**config.mk**
```make
export PLATFORM = sky130hd
export DESIGN_NAME = input_mem_ctrl
export DESIGN_NICKNAME = d
export VERILOG_FILES = /design/src/rtl/input_mem_ctrl.sv
export SDC_FILE = /design/constraint.sdc
export NUM_CORES = 1
export LEC_CHECK = 0
export ABC_AREA = 1
export BUFFER_PORTS_ARGS = -buffer_cell sky130_fd_sc_hd__buf_2
export CAP_MARGIN = 20
export CORE_UTILIZATION = 30
export DETAILED_ROUTE_END_ITERATION = 7
export PLACE_DENSITY_LB_ADDON = 0.25
export SLEW_MARGIN = 15
export SYNTH_ARGS = -nofsm -noshare
export SYNTH_HDL_FRONTEND = slang
export SYNTH_SLANG_ARGS = --single-unit
export TNS_END_PERCENT = 100
```
**constraint.sdc**
```tcl
create_clock -name I_HCLK -period 4.2 [get_ports I_HCLK]
set_input_delay 0.42 -clock I_HCLK [delete_from_list [all_inputs] [get_ports I_HCLK]]
set_output_delay 0.42 -clock I_HCLK [all_outputs]
set_load 0.02 [all_outputs]
```
**src/rtl/input_mem_ctrl.sv**
```systemverilog
// -----------------------------------------------------------------------------
// input_mem_ctrl
//
// Address sequencer for a 64-byte pixel buffer that holds one 4x4 tile of
// 24-bit B/G/R pixels (pixel s lives at bytes 3s, 3s+1 and 3s+2). A pass loads
// twelve 32-bit words into bytes 0..47. It then reads the tile back, one pixel
// per cycle, in rotated order (0, 90 CW, 180 or 270 CW degrees).
//
// The buffer writes all four byte lanes on every clock edge. Any cycle without
// an accepted word therefore steers those writes to a scratch area at
// PARK_BASE..PARK_BASE+3.
//
// Ports
//   I_HCLK                    clock, rising edge
//   I_HRESET                  synchronous active-high reset
//   I_START                   start one load+rotate pass (sampled in IDLE only)
//   I_MODE[1:0]               rotation select, latched on an accepted start
//   I_WVALID                  write word on the bus is valid
//   O_WREADY                  controller accepts a write word this cycle
//   O_PIXEL_IN_ADDR0..3[7:0]  byte write addresses for the four byte lanes
//   O_PIXEL_OUT_ADDRB/G/R     byte read addresses for one pixel
//   O_PIXEL_VALID             buffer read outputs hold a rotated pixel
//   O_PIXEL_IDX[3:0]          output-order index of that pixel
//   O_BUSY                    FSM is in LOAD or READ
//   O_DONE                    single-cycle end-of-pass pulse
// -----------------------------------------------------------------------------
module input_mem_ctrl #(
    parameter logic [7:0] PARK_BASE = 8'd60
) (
    input  logic       I_HCLK,
    input  logic       I_HRESET,
    input  logic       I_START,
    input  logic [1:0] I_MODE,
    input  logic       I_WVALID,
    output logic       O_WREADY,
    output logic [7:0] O_PIXEL_IN_ADDR0,
    output logic [7:0] O_PIXEL_IN_ADDR1,
    output logic [7:0] O_PIXEL_IN_ADDR2,
    output logic [7:0] O_PIXEL_IN_ADDR3,
    output logic [7:0] O_PIXEL_OUT_ADDRB,
    output logic [7:0] O_PIXEL_OUT_ADDRG,
    output logic [7:0] O_PIXEL_OUT_ADDRR,
    output logic       O_PIXEL_VALID,
    output logic [3:0] O_PIXEL_IDX,
    output logic       O_BUSY,
    output logic       O_DONE
);

    typedef enum logic [1:0] {
        StIdle,
        StLoad,
        StRead,
        StDone
    } state_e;

    state_e     state_q, state_d;
    logic [3:0] k_q, k_d;          // word counter during LOAD
    logic [3:0] p_q, p_d;          // output pixel counter during READ
    logic [1:0] mode_q, mode_d;
    logic       valid_q, valid_d;
    logic [3:0] idx_q, idx_d;

    // ------------------------------------------------------------------
    // Next-state logic
    // ------------------------------------------------------------------
    always_comb begin
        state_d = state_q;
        k_d     = k_q;
        p_d     = p_q;
        mode_d  = mode_q;

        unique case (state_q)
            StIdle: begin
                if (I_START) begin
                    state_d = StLoad;
                    k_d     = 4'd0;
                    mode_d  = I_MODE;
                end
            end
            StLoad: begin
                if (I_WVALID) begin
                    k_d = k_q + 4'd1;
                    if (k_q == 4'd11) begin
                        state_d = StRead;
                        p_d     = 4'd0;
                    end
                end
            end
            StRead: begin
                // p wraps back to 0 after 15, ready for the next pass
                p_d = p_q + 4'd1;
                if (p_q == 4'd15) begin
                    state_d = StDone;
                end
            end
            StDone: begin
                state_d = StIdle;
            end
            default: begin
                state_d = StIdle;
            end
        endcase

        // The buffer returns read data one edge after the address is presented
        valid_d = (state_q == StRead);
        idx_d   = p_q;
    end

    always_ff @(posedge I_HCLK) begin
        if (I_HRESET) begin
            state_q <= StIdle;
            k_q     <= 4'd0;
            p_q     <= 4'd0;
            mode_q  <= 2'd0;
            valid_q <= 1'b0;
            idx_q   <= 4'd0;
        end else begin
            state_q <= state_d;
            k_q     <= k_d;
            p_q     <= p_d;
            mode_q  <= mode_d;
            valid_q <= valid_d;
            idx_q   <= idx_d;
        end
    end

    // ------------------------------------------------------------------
    // Rotation: map output (r,c) to source (sr,sc). 3-x on 2 bits is ~x.
    // ------------------------------------------------------------------
    logic [1:0] row, col;
    logic [1:0] src_row, src_col;
    logic [3:0] src_pix;
    logic [7:0] src_byte;

    always_comb begin
        row = p_q[3:2];
        col = p_q[1:0];
        unique case (mode_q)
            2'd0: begin src_row = row;  src_col = col;  end
            2'd1: begin src_row = ~col; src_col = row;  end
            2'd2: begin src_row = ~row; src_col = ~col; end
            2'd3: begin src_row = col;  src_col = ~row; end
            default: begin src_row = row; src_col = col; end
        endcase
        src_pix  = {src_row, src_col};
        // 3*s as s + 2s, kept in 8 bits
        src_byte = {4'd0, src_pix} + {3'd0, src_pix, 1'b0};
    end

    // ------------------------------------------------------------------
    // Outputs. Reset overrides the state-decoded outputs, because state_q
    // may still hold LOAD/READ during the cycle in which reset is asserted.
    // ------------------------------------------------------------------
    logic in_load, in_read, wr_accept;

    always_comb begin
        in_load   = (state_q == StLoad) && !I_HRESET;
        in_read   = (state_q == StRead) && !I_HRESET;
        wr_accept = in_load && I_WVALID;

        O_WREADY = in_load;
        O_BUSY   = in_load || in_read;
        O_DONE   = (state_q == StDone);

        if (wr_accept) begin
            O_PIXEL_IN_ADDR0 = {2'b00, k_q, 2'd0};
            O_PIXEL_IN_ADDR1 = {2'b00, k_q, 2'd1};
            O_PIXEL_IN_ADDR2 = {2'b00, k_q, 2'd2};
            O_PIXEL_IN_ADDR3 = {2'b00, k_q, 2'd3};
        end else begin
            O_PIXEL_IN_ADDR0 = PARK_BASE;
            O_PIXEL_IN_ADDR1 = PARK_BASE + 8'd1;
            O_PIXEL_IN_ADDR2 = PARK_BASE + 8'd2;
            O_PIXEL_IN_ADDR3 = PARK_BASE + 8'd3;
        end

        if (in_read) begin
            O_PIXEL_OUT_ADDRB = src_byte;
            O_PIXEL_OUT_ADDRG = src_byte + 8'd1;
            O_PIXEL_OUT_ADDRR = src_byte + 8'd2;
        end else begin
            O_PIXEL_OUT_ADDRB = PARK_BASE + 8'd3;
            O_PIXEL_OUT_ADDRG = PARK_BASE + 8'd3;
            O_PIXEL_OUT_ADDRR = PARK_BASE + 8'd3;
        end
    end

    assign O_PIXEL_VALID = valid_q;
    assign O_PIXEL_IDX   = idx_q;

endmodule

```
==> results.cfg, run 1 <==
[drt]
wirelength_um = 3060
drt-vias-per-instance = 4.18
wl_per_cell_um = 8.91
vias = 1435
drtPass1Iterations = 4
antenna_left = 0
initialDrtViolationCount = 41
drcViolationCount = 0

[worst_setup_path]
path_common_cell = inv_1
crit_family = simple AND/OR/NAND/NOR gates
reg2reg_to = idx_d[2]$_SDFFE_PP0P_
critPathArrivalTime_ps = 3030
cp_num_buf_inv = 4
critPathSlowestCell = dfxtp_1
worstPathRequired_ps = 3780
max_stage_delay_ps = 560
path_cells = o21ai_0 -> or2_1 -> nand2_1 -> ha_1 -> inv_1 -> fa_1 -> inv_1 -> ha_1 -> inv_1 -> nor2_1 -> nand3_1 -> nand2_1 -> nand3_1 -> buf_2
rr_startpoint = state_q[1]$_SDFFE_PP0P_
critPathKind = reg2out
rr_worst_depth = 7
end_kind = output port
crit_start = mode_q[0]$_SDFFE_PP0P_
cp-start-kind = flip-flop
r2r_setup_slack_ps = 2570
crit_fanout = 9

[floorplanning]
die_x_um = 75.0
rows = 26
core-area_um2 = 5110
pin_count = 70
start_util_pct = 31.3
die_y_um = 75.0
die_area_um2 = 5620

[timing]
rsz0062_at_grt = false
worst_pin_slew_ps = 652
post-route-period-util_pct = 82.0
setup_violations = 0
hold_viol = 0
fin_setup_tns_ps = 0
clock_skew_ps = 7.58
slew_headroom_pct = 56.5
finalCriticalPeriod_ps = 3450
final_max_slew_viol_count = 0
fmax_ghz = 0.290
fin_hold_ws_ps = 464

[finish]
syn2layout_area_growth_pct = 10.9
drive_gt1_share_pct = 26.7
diodes = 0
nNetsFinal = 294

[pwr]
comb_power_share_pct = 65.1
p_switching_mw = 0.525
seqPwrFrac_pct = 21.8
p_leak_nw = 0.823
clock_power_share_pct = 13.1
ir_drop_v = 0.000264
internal-power_mw = 0.447
swShare_pct = 54.0
cellPowerDensity_nw_per_um2 = 548

[yosys]
yosysSeqAreaShare_pct = 21.3
synth_edf_count = 0
ys_top_cells_by_area = dfxtp_1 21%, buf_4 16%, nand2_1 11%
ys_async_sr_fraction_pct = 0
yosys.area.top_type = dfxtp_1
synth_most_common_cell = nand2_1
syn_inst = 239
synth_top_area_share_pct = 21.3
ys_top_cells_by_count = 48 x nand2_1, 34 x buf_4, 29 x inv_1
synth_area_per_cell_um2 = 6.69
synth_ff_type = dfxtp_1
synth_area_um2 = 1600
synth.distinct_cells = 31
yosys_warnings = 0
ys_seq_elements = 17

[grt]
grt_max_degree = 17
antenna_found_initial = 0
grt_pass1_vias = 1178
grt_pass1_wl_um = 5010
grt.overflow.total = 0
track_usage_pct = 11.5

[clocking]
postCtsSetupRepairBufs = 0
cts_tree = done
holdBufCountCts = 0
numCtsBuffers = 3
cts_resized = 0
cts_buffer_depth = 2
clk_latency_ps = 260
root_buffer = clkbuf_8
numClockSinks = 17
htreeDepth = 1
clk_pin_slew_ps = 80

[placement]
place_hpwl_um = 2530
portBuffers = 49
gp_congestion = 0.826

[run]
cap_violations = 0

[hold_path]
min_from = I_MODE[1]
holdPathEnd = mode_q[1]$_SDFFE_PP0P_
min_path_cells = 3
worstHoldPathType = in2reg

[run_status]
status = finished, final reports clean
[cell type report]
| class | instances | area (um^2) |
|---|---|---|
| Fill cell | 593 | 3340 |
| Inverter | 37 | 139 |
| Sequential cell | 17 | 340 |
| Clock inverter | 1 | 7.51 |
| Timing Repair Buffer | 49 | 245 |
| Tap cell | 70 | 87.6 |
| Clock buffer | 3 | 41.3 |
| Multi-Input combinational cell | 166 | 911 |
[logic make-up (layout without fill, tap and decap cells)]
kind of cell	after synthesis	in the layout	synth area share, %
adder cells (fa/ha/maj)	14	14	11.4
AO/OA/AOI/OAI	27	27	9.87
other	2	20	0.470
buffers and inverters	74	90	25.9
XOR/XNOR	2	2	1.57
flip-flops	17	17	21.3
AND/OR/NAND/NOR	103	103	29.4
[registers in the layout (all words and copies together) (netlist names)]
name / count
O_PIXEL_IDX: 4
O_PIXEL_VALID: 1
state_q: 2
mode_q: 2
idx_d: 4
k_q: 4
[how the worst max path moves through the flow]
stage	end	slack, ps	cells after the start
after floorplan	O_PIXEL_OUT_ADDRG[5]	1410	13
after global placement	O_PIXEL_OUT_ADDRG[5]	1070	14
after detailed placement	O_PIXEL_OUT_ADDRG[5]	1000	14
after CTS	O_PIXEL_OUT_ADDRG[5]	710	14
after global routing	O_PIXEL_OUT_ADDRG[5]	470	14
final	O_PIXEL_OUT_ADDRG[5]	750	14
[tightest hold or removal path, delay by kind of cell]
family,cells,cell delay [ps]
buf+inv,1,90
compound gates,2,170
[routing by layer]
layer	routed length (um)	track usage, %	share of wire [%]	up-vias
met4	8	2.73	0.26	0
met3	161	3.21	5.3	2
met1	1490	15.5	49	644
met2	1400	18.2	46	36
met5	0	0	0	-
li1	-	-	-	753
[per-stage QoR]
step	cells	utilization, %	setup WS, ps	power (mW)	cell area [um^2]
2_1_floorplan	257	-	1410	0.749	1670
3_3_place_gp	339	33.7	1070	0.848	1720
3_5_place_dp	339	33.7	1000	0.855	1720
4_1_cts	343	34.7	712	0.987	1770
5_1_grt	343	34.7	472	1.08	1770
6_report	343	34.7	754	0.972	1770
[power groups by stage]
| stage | Sequential (mW) | Clock, mW | Combinational (mW) |
|---|---|---|---|
| detailed placement | 0.216 | 0 | 0.639 |
| floorplan | 0.210 | 0 | 0.539 |
| CTS | 0.211 | 0.136 | 0.640 |
| global route | 0.216 | 0.142 | 0.725 |
| global placement | 0.215 | 0 | 0.633 |
| finish | 0.211 | 0.127 | 0.633 |
[placed cells by master, fill, tap and decap left out, drive strengths merged]
| master | n |
|---|---|
| nor2 | 19 |
| nand2 | 52 |
| nand3 | 19 |
| clkbuf | 3 |
| xor2 | 2 |
| fa | 1 |
| nand3b | 1 |
| dfxtp | 17 |
| ha | 13 |
| o31a | 1 |
| buf | 49 |
| inv | 37 |
| nand4 | 1 |
| o21ai | 15 |
| a21oi | 11 |
| conb | 20 |
| nor3b | 1 |
| nor3 | 6 |
| or2 | 4 |
| clkinvlp | 1 |
No activity file was read; power rests on OpenSTA's default activity.
==> run 2: changes to the inputs <==
Clock period 4.2 ns to 2.92 ns, I/O delays scaled along.
==> results.cfg, run 2 (synthesis gave the netlist of run 1 again) <==
[timing]
setup_violations = 0
finalCriticalPeriod_ps = 2860
slew_headroom_pct = 55.2
fin_hold_ws_ps = 336
worst_pin_slew_ps = 671
fin_setup_tns_ps = 0
final_max_slew_viol_count = 0
post-route-period-util_pct = 97.8
fmax_ghz = 0.350
clock_skew_ps = 4.39
hold_viol = 0
rsz0062_at_grt = true

[worst_setup_path]
max_stage_delay_ps = 570
path_cells = nand2_1 -> o21ai_2 -> or2_1 -> nand2_2 -> ha_2 -> inv_2 -> fa_2 -> inv_2 -> ha_4 -> inv_4 -> nor2_2 -> nand3b_1 -> buf_6
rr_worst_depth = 7
crit_fanout = 8
critPathArrivalTime_ps = 2560
path_common_cell = inv_2
end_kind = output port
reg2reg_to = idx_d[1]$_SDFFE_PP0P_
cp-start-kind = flip-flop
rr_startpoint = state_q[0]$_SDFFE_PP0P_
worstPathRequired_ps = 2630
critPathKind = reg2out
critPathSlowestCell = fa_2
r2r_setup_slack_ps = 1120

[hold_path]
holdPathEnd = mode_q[1]$_SDFFE_PP0P_
worstHoldPathType = in2reg
min_from = I_MODE[1]
min_path_cells = 3

[clocking]
clk_latency_ps = 260
root_buffer = clkbuf_8
numClockSinks = 17
cts_tree = done
cts_buffer_depth = 2
holdBufCountCts = 0
numCtsBuffers = 3
clk_pin_slew_ps = 70
htreeDepth = 1

[pwr]
p_leak_nw = 0.906
power.total_mw = 1.69
ir_drop_v = 0.000260
cellPowerDensity_nw_per_um2 = 855

[drt]
drcViolationCount = 0
drtPass1Iterations = 4
vias = 1499
wirelength_um = 3430
drt-vias-per-instance = 4.22
wl_per_cell_um = 9.65
initialDrtViolationCount = 36
antenna_left = 0

[placement]
dpl.cell_count = 345
portBuffers = 49
dpl-instance-area_um2 = 1770
gp_congestion = 0.782
place_hpwl_um = 2610

[floorplanning]
pin_count = 70
core-area_um2 = 5110
die_y_um = 75.0
die_x_um = 75.0
rows = 26
die_area_um2 = 5620
start_util_pct = 31.3

[finish]
final_cell_mix = 46 x nand2_1, 43 x buf_2, 22 x inv_1
drive_gt1_share_pct = 37.9
diodes = 0
nNetsFinal = 306
fillers = 565
instances_no_fill = 355
syn2layout_area_growth_pct = 23.6
fin_area_um2 = 1980
layout_commonest_cell = nand2_1

[run]
cap_violations = 0

[run_status]
status = finished, final reports clean

[grt]
grt_pass1_vias = 1184
grt_max_degree = 16
track_usage_pct = 11.8
grt.overflow.total = 0
grt_pass1_wl_um = 5050
antenna_found_initial = 0
-- run 2: cell count changes in the layout (fill, tap and decap cells not counted), moves of 4 or more --
cell     delta
nor2_1      -4
buf_2       -6
dfxtp_1     -4
inv_1       -7
inv_2       +6
buf_6       +7
buf_4      +11
-- run 2: how the worst max path moves through the flow --
stage,startpoint,to,slack (ps),cells past startpoint
after floorplan,idx_d[0]$_SDFFE_PP0P_,O_PIXEL_OUT_ADDRG[5],260,13
after global placement,mode_q[0]$_SDFFE_PP0P_,O_PIXEL_OUT_ADDRG[5],90,14
after detailed placement,mode_q[0]$_SDFFE_PP0P_,O_PIXEL_OUT_ADDRG[5],10,14
after CTS,mode_q[0]$_SDFFE_PP0P_,O_PIXEL_OUT_ADDRG[5],-10,14
after global routing,mode_q[0]$_SDFFE_PP0P_,O_PIXEL_OUT_ADDRG[5],-70,15
final,mode_q[0]$_SDFFE_PP0P_,O_PIXEL_OUT_ADDRR[3],60,13
-- run 2: final cells by class --
type	count	area, um^2	share of cell area, %
tap	70	87.6	4.43
inverter	37	141	7.16
clock buffer	4	45.0	2.28
timing repair buffer	61	377	19.1
sequential	17	348	17.6
multi-input combinational	166	977	49.5
-- run 2: what timing repair did --
action,4_1_cts,5_1_grt
pin swaps,2,13
gates resized for setup,10,36
endpoints found under the setup margin,9,9
setup buffers,2,4
endpoints found under the hold margin,0,0
-- run 2: worst max-delay path: cells and delay by family (launching register included) --
| kind | cells | cell delay [ps] |
|---|---|---|
| AOI/OAI and AO/OA | 1 | 60 |
| adders and majority gates | 3 | 900 |
| buffers and inverters | 4 | 360 |
| DFF | 1 | 380 |
| and+or+nand+nor | 5 | 610 |
-- run 2: layer usage --
| metal | part of all wire (%) | GRT usage (%) | wire length (um) |
|---|---|---|---|
| met1 | 47 | 15.4 | 1600 |
| met2 | 48 | 19.2 | 1630 |
| met3 | 4.5 | 2.41 | 154 |
| met4 | 1.1 | 4.40 | 38 |
| met5 | 0 | 0 | 0 |
-- run 2: power breakdown --
part,total (mW),internal [mW],switching (mW)
logic,1.21,0.451,0.756
registers,0.300,0.269,0.0315
clock network,0.182,0.0971,0.0847
total,1.69,0.817,0.872
-- run 2: per-stage QoR --
stage	util [%]	setup WS, ps
after floorplan	-	261
after global placement	34.6	91.9
after detailed placement	34.6	10.6
after CTS	36.3	-13.4
after global routing	38.7	-73.2
final	38.7	64.7
==> run 3: changes to the inputs <==
Settings changed: CORE_UTILIZATION 30 to 53, CTS_BUF_LIST from default to sky130_fd_sc_hd__clkbuf_4.
Clock period 2.92 ns to 3.5 ns, I/O delays scaled along.
==> results.cfg, run 3 (synthesis gave the netlist of run 1 again) <==
[run_status]
status = finished, violations left
violations = design-rule violations

[grt]
grt_max_degree = 17
antenna_found_initial = 0
met1_usage_pct = 26.5
grt_pass1_vias = 1129
grt.overflow.total = 0
groute.layer.met3.usage_pct = 4.84
grt_pass1_wl_um = 4860
gr-usage-met2_pct = 29.4
grt-busiest-layer = met2
track_usage_pct = 18.5

[clocking]
root_buffer = clkbuf_4
numCtsBuffers = 3
numClockSinks = 17
cts_buffer_depth = 2
clk_latency_ps = 290
cts_tree = done
htreeDepth = 1
clk_pin_slew_ps = 100

[timing]
rsz0062_at_grt = false
worst_pin_slew_ps = 639
finalCriticalPeriod_ps = 3250
post-route-period-util_pct = 92.8
fin_hold_ws_ps = 343
setup_slack_ps = 251
setup_violations = 0
slew_headroom_pct = 57.3
fin_setup_tns_ps = 0
hold_viol = 0
final_max_slew_viol_count = 0
clock_skew_ps = 1.26
fmax_ghz = 0.308

[placement]
place_hpwl_um = 2310
portBuffers = 49
gp_congestion = 0.890
dpl.cell_count = 300
place_ws_ps = 418
dpl-instance-area_um2 = 1670

[pwr]
cellPowerDensity_nw_per_um2 = 662
ir_drop_v = 0.000305
p_leak_nw = 0.821

[floorplanning]
core-area_um2 = 2810
pin_count = 70
die_y_um = 56.9
die_area_um2 = 3240
die_x_um = 56.9
rows = 19
start_util_pct = 57.0

[finish]
final_cell_mix = 49 x buf_2, 48 x nand2_1, 29 x inv_1
syn2layout_area_growth_pct = 7.60
fillers = 269
instances_no_fill = 304
drive_gt1_share_pct = 27.8
layout_commonest_cell = buf_2
fin_area_um2 = 1720
nNetsFinal = 294
diodes = 0

[drt]
antenna_left = 0
initialDrtViolationCount = 86
wirelength_um = 2870
drtPass1Iterations = 8
vias = 1444
wl_per_cell_um = 9.43
drt-vias-per-instance = 4.75
drcViolationCount = 16

[worst_setup_path]
critPathKind = reg2out
end_kind = output port
crit_fanout = 7
r2r_setup_slack_ps = 1830
cp-start-kind = flip-flop
critPathArrivalTime_ps = 2900
worstPathRequired_ps = 3150

[hold_path]
worstHoldPathType = in2reg

[run]
cap_violations = 0
run 3: stage by stage:
stage / total power, mW / utilization (%)
final: 1.14 / 61.3
after global routing: 1.27 / 61.3
after CTS: 1.12 / 60.7
after detailed placement: 1.01 / 59.7
after global placement: 1.00 / 59.7
after floorplan: 0.899 / -
run 3: final cells by class:
| class | instances | area [um^2] | area share [%] |
|---|---|---|---|
| Tap cell | 31 | 38.8 | 2.26 |
| Clock inverter | 1 | 5.00 | 0.291 |
| Multi-Input combinational cell | 166 | 927 | 53.9 |
| Sequential cell | 17 | 342 | 19.9 |
| Timing Repair Buffer | 49 | 245 | 14.3 |
| Inverter | 37 | 139 | 8.08 |
| Clock buffer | 3 | 22.5 | 1.31 |
run 3: power by group:
part	internal [mW]	leakage (nW)	switching [mW]	total [mW]
Combinational	0.239	0.664	0.538	0.777
Sequential	0.222	0.139	0.0333	0.256
Clock	0.0426	0.0177	0.0626	0.105
Total	0.504	0.821	0.634	1.14
run 3: critical path, stage by stage (launching register included):
cell and delay (ps):
dfxtp_1 380, inv_1 120, o21ai_4 190, xor2_4 250
ha_1 180, inv_1 60, fa_1 490, inv_1 110
ha_1 150, inv_1 80, nor2_2 180, nand3_1 90
nand2_1 70, nand3_1 60, buf_2 180
run 3: worst paths after layout:
kind	depth (start not counted)	to	from
worst max-delay path	14	O_PIXEL_OUT_ADDRG[5]	idx_d[0]$_SDFFE_PP0P_
worst max register to register	7	idx_d[2]$_SDFFE_PP0P_	state_q[1]$_SDFFE_PP0P_
worst min register to register	2	k_q[0]$_SDFFE_PP0P_	k_q[0]$_SDFFE_PP0P_
worst min-delay path	3	mode_q[1]$_SDFFE_PP0P_	I_MODE[1]
run 3: metal layers:
metal | vias up | routed length [um] | part of all wire, %
li1 | 760 | - | -
met1 | 632 | 1400 | 49
met2 | 52 | 1290 | 45
met3 | 0 | 176 | 6.1
met4 | 0 | 0 | 0
met5 | - | 0 | 0
run 3: repair_timing:
item / 4_1_cts / 5_1_grt
resized for setup: 0 / 4
buffers inserted: 0 / 0
hold buffers: 0 / 0
setup endpoints to repair: 0 / 6
